File: src/rtl/gray_counter_n.sv
// rtl/gray_counter_n.sv - N-bit up/down Gray counter with load, sticky over/underflow flags and wrap pulse
// Binary count is the state of record; the Gray view is recomputed from the next binary value and registered alongside it.

module gray_counter_n #(
    parameter int WIDTH    = 3,
    parameter bit SATURATE = 1'b0
) (
    input  logic             i_clk,
    input  logic             i_reset,
    input  logic             i_en,
    input  logic             i_up,
    input  logic             i_load,
    input  logic [WIDTH-1:0] i_load_val,
    input  logic             i_clr_flags,
    output logic [WIDTH-1:0] o_output,
    output logic [WIDTH-1:0] o_binary,
    output logic             o_overflow,
    output logic             o_underflow,
    output logic             o_wrap
);

    localparam logic [WIDTH-1:0] MAX  = '1;
    localparam logic [WIDTH-1:0] ZERO = '0;
    localparam logic [WIDTH-1:0] ONE  = WIDTH'(1);

    logic [WIDTH-1:0] r_bin;
    logic [WIDTH-1:0] r_gray;
    logic             r_overflow;
    logic             r_underflow;
    logic             r_wrap;

    logic [WIDTH-1:0] w_next_bin;
    logic [WIDTH-1:0] w_next_gray;
    logic             w_ovf_step;
    logic             w_unf_step;

    always_comb begin
        w_next_bin = r_bin;
        w_ovf_step = 1'b0;
        w_unf_step = 1'b0;
        if (i_load) begin
            w_next_bin = i_load_val;
        end else if (i_en) begin
            if (i_up) begin
                if (r_bin == MAX) begin
                    w_ovf_step = 1'b1;
                    w_next_bin = SATURATE ? MAX : ZERO;
                end else begin
                    w_next_bin = r_bin + ONE;
                end
            end else begin
                if (r_bin == ZERO) begin
                    w_unf_step = 1'b1;
                    w_next_bin = SATURATE ? ZERO : MAX;
                end else begin
                    w_next_bin = r_bin - ONE;
                end
            end
        end
        w_next_gray = w_next_bin ^ (w_next_bin >> 1);
    end

    // A flag being set in the same cycle as ClrFlags must survive the clear.
    always_ff @(posedge i_clk) begin
        if (i_reset) begin
            r_bin       <= ZERO;
            r_gray      <= ZERO;
            r_overflow  <= 1'b0;
            r_underflow <= 1'b0;
            r_wrap      <= 1'b0;
        end else begin
            r_bin       <= w_next_bin;
            r_gray      <= w_next_gray;
            r_overflow  <= w_ovf_step | (r_overflow & ~i_clr_flags);
            r_underflow <= w_unf_step | (r_underflow & ~i_clr_flags);
            r_wrap      <= w_ovf_step | w_unf_step;
        end
    end

    assign o_output    = r_gray;
    assign o_binary    = r_bin;
    assign o_overflow  = r_overflow;
    assign o_underflow = r_underflow;
    assign o_wrap      = r_wrap;

endmodule

File: config.mk
export PLATFORM = sky130hd
export DESIGN_NAME = gray_counter_n
export DESIGN_NICKNAME = d
export VERILOG_FILES = /design/src/rtl/gray_counter_n.sv
export SDC_FILE = /design/constraint.sdc
export NUM_CORES = 1
export LEC_CHECK = 0
export BUFFER_PORTS_ARGS = -buffer_cell sky130_fd_sc_hd__buf_2
export CAP_MARGIN = 20
export CORE_AREA = 5 5 42 44
export CTS_BUF_LIST = sky130_fd_sc_hd__clkbuf_16
export DETAILED_ROUTE_END_ITERATION = 8
export DIE_AREA = 0 0 47 49
export PLACE_DENSITY = 0.63
export SKIP_LAST_GASP = 1
export SLEW_MARGIN = 15
export SYNTH_ARGS = -nofsm -noshare
export SYNTH_HDL_FRONTEND = slang
export SYNTH_SLANG_ARGS = --single-unit
File: constraint.sdc
create_clock -name i_clk -period 2.8 [get_ports i_clk]
set_clock_uncertainty 0.15 [all_clocks]
set_input_delay 0.42 -clock i_clk [delete_from_list [all_inputs] [get_ports i_clk]]
set_output_delay 0.42 -clock i_clk [all_outputs]
set_load 0.05 [all_outputs]
== Yosys cells after proc, flatten, opt, wreduce, memory -nomap -nowiden ==
Index checks and enable logic that the tools add are counted.

* Register bits: 9
* Bits of input ports: 9
* Output and inout port bits: 9

* Reduce and logical (&&, ||, !) cells: 1
* Add/subtract/negate cells: 2
* Muxes and demuxes: 13
* Bitwise logic cells: 7
* Eq/ne operators: 1

{| class="wikitable"
|+ Operators by type and width
! operator !! count
|-
| 3-bit 2-to-1 mux || 5
|-
| 1-bit 2-to-1 mux || 8
|-
| 3-bit by 1-bit adder with 3-bit output, second input constant || 1
|-
| 3-bit == test, second input constant || 1
|-
| 3-bit zero test || 1
|-
| 1-bit bitwise OR || 3
|-
| 3-bit by 1-bit subtractor with 3-bit output, second input constant || 1
|-
| 3-bit by 2-bit bitwise XOR with 3-bit output || 1
|-
| 1-bit bitwise AND || 2
|-
| 1-bit inverter || 1
|}

== Depth between registers and ports, before layout ==
Gate-level depths: netlist of run 1.

* Word-level depth: 6
* Depth in mapped cells: 7

== Worst setup path after synthesis of run 1 ==
No wires, ideal clock.

* Path type: reg-to-reg
* Start: reg r_bin[0], in the netlist o_binary[0]
* End: reg r_gray[1], in the netlist o_output[1]
* Stages on the path, launching flop included: 8
* Setup time: 0.116 ns
* Path slack: 0.641 ns
* Arrival time: 1.893 ns
* Buffers on the path: 0
* Cells stage by stage: dfxtp_1 -> inv_1 -> ha_1 -> or3_1 -> a221oi_2 -> a211o_2 -> xnor2_1 -> nor2_1

* Word-level cells in the longest chain between the ends: 6
* Elaborated cells on any way between the ends: 10
* Classes of those cells: add/sub (2); eq/ne (1); mux (5); bitwise (1); reduce/logical (1)

{| class="wikitable"
|+ RTL lines
! what !! RTL line !! source
|-
| start, declared || 26 || <nowiki>logic [WIDTH-1:0] r_bin;</nowiki>
|-
| start signal, assigned || 72 || <nowiki>r_bin <= w_next_bin;</nowiki>
|-
| 3-bit by 1-bit subtractor with 3-bit output (tied with other cells) || 56 || <nowiki>w_next_bin = r_bin - ONE;</nowiki>
|-
| 3-bit 2-to-1 mux (on tied branches) || 52, 45 ||
|-
| 3-bit 2-to-1 mux (*) || 44 || <nowiki>if (i_up) begin</nowiki>
|-
| 3-bit 2-to-1 mux (*) || 43 || <nowiki>end else if (i_en) begin</nowiki>
|-
| 3-bit 2-to-1 mux (*) || 41 || <nowiki>if (i_load) begin</nowiki>
|-
| 3-bit by 2-bit bitwise XOR with 3-bit output (*) || 60 || <nowiki>w_next_gray = w_next_bin ^ (w_next_bin >> 1);</nowiki>
|-
| end signal, assigned || 73 || <nowiki>r_gray <= w_next_gray;</nowiki>
|-
| end, declared || 27 || <nowiki>logic [WIDTH-1:0] r_gray;</nowiki>
|}

Every way passes the cells marked *; elsewhere a longest branch is shown, timed or not.
A chain may end at the register's enable or synchronous reset.

== Worst setup path after layout of run 1 ==
Same ends and word-level chain as after synthesis.

==> results.py, run 1 <==
metrics = {
    "outcome": {
        "status": "finished, final reports clean",
    },
    "cts": {
        "clkTransAtPathRegs_ns": 0.04,
        "cts_resized": 0,
        "clock_latency_ns": 0.23,
        "htree_levels": 1,
        "cts_made_buffers": 3,
        "cts-root-buf": "clkbuf_16",
        "clkSinkCount": 8,
        "post_cts_buffers": 0,
        "cts_tree": "yes",
        "cts_buffer_depth": 2,
        "cts-hold-fix-buffers": 0,
    },
    "critical_path": {
        "required_ns": 2.77,
        "r2r_setup_slack_ns": 0.92,
        "critPathLaunchType": "flop",
        "r2r_start": "o_binary[0]",
        "crit_start": "o_binary[0]",
        "worstSetupPathType": "flop to flop",
        "r2r_end": "o_output[1]",
        "reg2regPathDepth": 7,
        "cp.arrival_ns": 1.85,
        "cp_max_fo": 6,
        "cp-end-kind": "flop",
        "crit_path_end": "o_output[1]",
    },
    "finish": {
        "nNetsFinal": 81,
        "area_delta_synth_final_pct": 33.2,
        "drive_above_1_share_pct": 40.9,
        "layoutNonFillerInstCount": 82,
        "antenna_cells": 0,
    },
    "global_route": {
        "grtUsageTotal_pct": 11.3,
        "grt_overflow_total": 0,
        "grt_pass1_wl_mm": 1.82,
        "grt_antenna_before_repair": 0,
        "grt_max_degree": 9,
        "grt_pass1_vias": 415,
    },
    "placed_design": {
        "dp_hpwl_microns": 787,
        "dp_slack_ns": 0.904,
        "post-place-cells": 79,
        "gp_congestion": 0.705,
        "port_buffers": 17,
    },
    "sta": {
        "finalMaxSlewViolations": 0,
        "tightest_slew_ns": 0.372,
        "fmax_mhz": 531,
        "hold-worst-slack_ns": 0.309,
        "fin_crit_sh_pct": 67.2,
        "worst_slack_ns": 0.917,
        "setup_tns_ns": 0,
        "hold_viol_final": 0,
        "setup_viol": 0,
        "grt_setup_unrepaired": "no",
        "fin_crit_ns": 1.88,
        "slew-limit-headroom_pct": 75.2,
    },
    "synthesis": {
        "yosysSeqAreaShare_pct": 34.2,
        "synth_cells": 49,
        "synth_mux_area_share_pct": 0,
        "synth_fa_ha_area_share_pct": 10.7,
        "ys_ff_latch": 8,
        "synth_compound_area_share_pct": 23.8,
        "syn_area_sq_um": 468,
        "avgSynthCellArea_sq_um": 9.55,
        "synth_top_family_by_area": "compound AO/OA/AOI/OAI gates",
        "synth_fp_nets": 62,
        "yosys_warnings": 0,
        "yosys.area_share.simple_pct": 19.0,
        "synthXorXnorAreaFrac_pct": 3.74,
        "ys_types": 21,
    },
    "power": {
        "pwr-share-comb_pct": 20.8,
        "swShare_pct": 27.4,
        "p_clk_share_pct": 51.5,
        "p_leak_uw": 0.000300,
        "switchingPower_uw": 128,
        "p_seq_share_pct": 27.7,
        "ir_drop_mv": 0.484,
        "cellPowerDensity_mw_per_mm2": 750,
        "internal_power_uw": 339,
    },
    "floorplan": {
        "io_pins": 18,
        "die_h_microns": 49,
        "coreArea_sq_mm": 0.00140,
        "start_util_pct": 33.4,
        "core.rowCount": 14,
        "die_area_sq_mm": 0.00230,
        "chipWidth_microns": 47,
    },
    "hold_path": {
        "worstHoldStart": "i_load_val[0]",
        "min_path_type": "input pin to flop",
    },
    "routing": {
        "via_per_inst": 4.95,
        "drc": 0,
        "drt_pass1_iterations": 2,
        "postRouteAntennaNets": 0,
        "dr.first_iter.drc_count": 4,
        "routed_wl_mm": 1.03,
        "wl_per_cell_microns": 12.5,
        "vias": 406,
    },
    "run": {
        "cap_violations": 0,
    },
}
==> power groups by stage <==
stage	Clock [uW]	Combinational [uW]	Sequential, uW
final	240	97.4	129
after global routing	259	107	130
after detailed placement	0	98.1	131
after CTS	245	98.7	129
after global placement	0	96.5	131
after floorplan	0	49.2	159
==> Yosys cell counts <==
cell type,count,area share (%)
nor3_1,2,2.1
buf_4,1,1.6
a22oi_1,1,1.6
xnor2_1,2,3.7
ha_1,4,11
a211oi_1,1,1.6
clkdlybuf4s25_2,1,2.1
clkbuf_4,1,1.6
a211o_2,1,2.1
or3_1,1,1.3
dfxtp_1,8,34
nor2_1,9,7.2
o21a_1,1,1.6
a221oi_2,4,13
and2b_2,1,1.9
inv_1,4,3.2
nor2b_1,1,1.3
a32oi_1,1,1.9
or2b_4,1,2.4
a21oi_1,2,2.1
nand2b_1,2,2.7
==> worst min-delay path by stage <==
| stage | endpoint | depth (start not counted) | slack (ns) |
|---|---|---|---|
| global route | o_binary[0] | 3 | 0.31 |
| floorplan | o_binary[0] | 2 | 0.43 |
| finish | o_binary[0] | 3 | 0.31 |
| CTS | o_binary[0] | 3 | 0.31 |
| detailed placement | o_overflow | 2 | 0.34 |
| global placement | o_overflow | 2 | 0.32 |
==> cell usage in the layout, fill, tap and decap left out, drive strengths merged, types with 2 or more instances in the layout <==
cell type and instances:
buf 17, nor2 9, dfxtp 8, inv 4, a221oi 4, ha 4
clkbuf 3, nand2b 2, a21oi 2, nor3 2, xnor2 2
==> through the flow <==
step / util [%] / area (sq um) / power, uW
4_1_cts: 44.5 / 623 / 473
3_5_place_dp: 39.1 / 548 / 229
6_report: 44.5 / 623 / 467
5_1_grt: 44.5 / 623 / 496
2_1_floorplan: - / 468 / 208
3_3_place_gp: 39.1 / 548 / 228
==> cell type report <==
class | count | area (sq um)
Fill cell | 154 | 778
Multi-Input combinational cell | 34 | 268
Sequential cell | 8 | 160
Timing Repair Buffer | 17 | 85.1
Clock buffer | 3 | 75.1
Tap cell | 16 | 20.0
Inverter | 4 | 15.0
==> cells by family (layout without fill, tap and decap cells) <==
group | after synthesis | after routing
AND/OR/NAND/NOR | 17 | 17
AO/OA/AOI/OAI | 11 | 11
flip-flops | 8 | 8
buffers and inverters | 7 | 24
adder cells (fa/ha/maj) | 4 | 4
XOR/XNOR | 2 | 2
==> layer usage <==
layer	wire length [microns]	track usage, %	share of wire, %	up-vias
li1	-	-	-	206
met1	442	13.3	43	182
met2	454	15.2	44	16
met3	106	6.64	10	2
met5	0	0	0	-
met4	21	6.91	2.0	0
==> critical path, stage by stage (launching register included) <==
cell and delay [ns]:
dfxtp_1 0.43, inv_1 0.10, ha_1 0.21, or3_1 0.36, a221oi_2 0.21, a211o_2 0.15, xnor2_1 0.11, nor2_1 0.05
==> flip-flops by register name, summed over array words and instances, names as in the netlist <==
name and cells:
o_binary 3, o_output 2, o_overflow 1, o_underflow 1, o_wrap 1
(Power assumes the default switching activity.)
==> inputs of run 2 (changes only) <==
clock period = 2 ns   (was 2.8 ns; I/O delays follow)
==> run 2 against run 1 <==
Compared with the run above: design area is 0.40% higher; sequential cell count stayed put; critical endpoint is now o_output[0]; wire length shrank 2.1%; clock power up 40%; setup slack worse by 0.76 ns; first-iteration DRC count up 130%; hold slack lost 0.13 ns.
==> results.py, run 2 (synthesized netlist as in run 1, its figures left out) <==
metrics = {
    "routing": {
        "dr_wl_met3_microns": 84,
        "drt_pass1_iterations": 3,
        "wl_met1_microns": 433,
        "dr.first_iter.drc_count": 9,
        "routed_wl_mm": 1.00,
        "vias": 401,
        "wl_per_cell_microns": 12.2,
        "via_per_inst": 4.89,
        "drc": 0,
        "met2_length_microns": 437,
        "highest_layer": "met4",
        "postRouteAntennaNets": 0,
    },
    "critical_path": {
        "reg2regPathDepth": 7,
        "worstSetupPathType": "flop to flop",
        "path_delay_family": "adder cells",
        "cp_slowest_stage_delay_ns": 0.34,
        "critPathLaunchType": "flop",
        "required_ns": 1.97,
        "cp-end-kind": "flop",
        "crit_buf_inv": 0,
        "path_depth": 7,
        "cp.arrival_ns": 1.81,
        "path_cells": "ha_1, ha_1, nand2b_1, a221oi_2, a221oi_2, xnor2_1, nor2_1",
        "critPathSlowestCell": "dfxtp_2",
        "cp_max_fo": 6,
    },
    "power": {
        "ir_drop_mv": 0.624,
        "p_leak_uw": 0.000301,
        "cellPowerDensity_mw_per_mm2": 1040,
    },
    "sta": {
        "fin_crit_sh_pct": 92.0,
        "setup_viol": 0,
        "worst_slack_ns": 0.159,
        "finalMaxSlewViolations": 0,
        "setup_tns_ns": 0,
        "fmax_mhz": 543,
        "fin_crit_ns": 1.84,
        "slew-limit-headroom_pct": 77.3,
        "tightest_slew_ns": 0.340,
        "hold_viol_final": 0,
        "grt_setup_unrepaired": "no",
    },
    "finish": {
        "final_common_cell": "buf_2",
        "nNetsFinal": 81,
        "largest_reg_flops": 3,
        "area_delta_synth_final_pct": 33.7,
        "utilization_pct": 44.6,
        "antenna_cells": 0,
        "final_cell_mix": "buf_2, nor2_1, dfxtp_1",
        "drive_above_1_share_pct": 43.9,
    },
    "cts": {
        "htree_levels": 1,
        "cts_resized": 0,
        "clkSinkCount": 8,
        "cts_tree": "yes",
        "cts_buffer_depth": 2,
        "post_cts_buffers": 0,
        "clkTransAtPathRegs_ns": 0.04,
        "cts_made_buffers": 3,
        "clock_latency_ns": 0.23,
        "cts-root-buf": "clkbuf_16",
        "cts-hold-fix-buffers": 0,
    },
    "global_route": {
        "grt_max_degree": 9,
        "grt_antenna_before_repair": 0,
        "grtUsageTotal_pct": 11.5,
        "grt_overflow_total": 0,
        "grt_pass1_wl_mm": 1.81,
        "grt_pass1_vias": 420,
    },
    "floorplan": {
        "die_h_microns": 49,
        "core.rowCount": 14,
        "die_area_sq_mm": 0.00230,
        "chipWidth_microns": 47,
        "coreArea_sq_mm": 0.00140,
        "io_pins": 18,
        "start_util_pct": 33.4,
    },
    "placed_design": {
        "dp_slack_ns": 0.168,
        "port_buffers": 17,
        "dp_hpwl_microns": 760,
        "gp_congestion": 0.789,
    },
    "hold_path": {
        "min_path_type": "input pin to flop",
        "hold_path_depth": 3,
    },
    "outcome": {
        "status": "finished, final reports clean",
    },
    "run": {
        "cap_violations": 0,
    },
}
## run 2: cell type report
class                           count  area [sq um]
Timing Repair Buffer               17          85.1
Multi-Input combinational cell     34           268
Inverter                            4          15.0
Clock buffer                        3          75.1
Sequential cell                     8           163
Tap cell                           16          20.0
Fill cell                         146           776
## run 2: path summary, 6_finish.rpt
kind,to,slack (ns),start
max,o_output[0],0.16,o_binary[0]
min,o_binary[0],0.18,i_load_val[0]
max reg2reg,o_output[0],0.16,o_binary[0]
min reg2reg,o_overflow,0.34,o_overflow
## run 2: metal layers
layer | vias up | GRT usage (%)
li1 | 206 | -
met1 | 175 | 12.7
met2 | 14 | 15.6
met3 | 6 | 4.80
met4 | 0 | 11.1
met5 | - | 0
## run 2: metrics by stage
step           std cells  hold slack (ns)  instance area, sq um  total power (uW)
4_1_cts               82            0.180                   626               664
2_1_floorplan         49            0.306                   470               292
3_3_place_gp          79            0.338                   551               320
5_1_grt               82            0.198                   626               684
6_report              82            0.180                   626               653
3_5_place_dp          79            0.328                   551               321
## run 2: worst reg2reg max path: stages, from the launching register on
cell and delay, ns:
dfxtp_2 0.34, ha_1 0.20, ha_1 0.22, nand2b_1 0.16
a221oi_2 0.32, a221oi_2 0.10, xnor2_1 0.17, nor2_1 0.06
## run 2: power by group
part	internal, uW	leakage (uW)	switching (uW)
Sequential	173	0.0000665	8.96
Clock	258	0.0000370	77.5
Combinational	44.8	0.000197	91.4
Total	475	0.000301	178
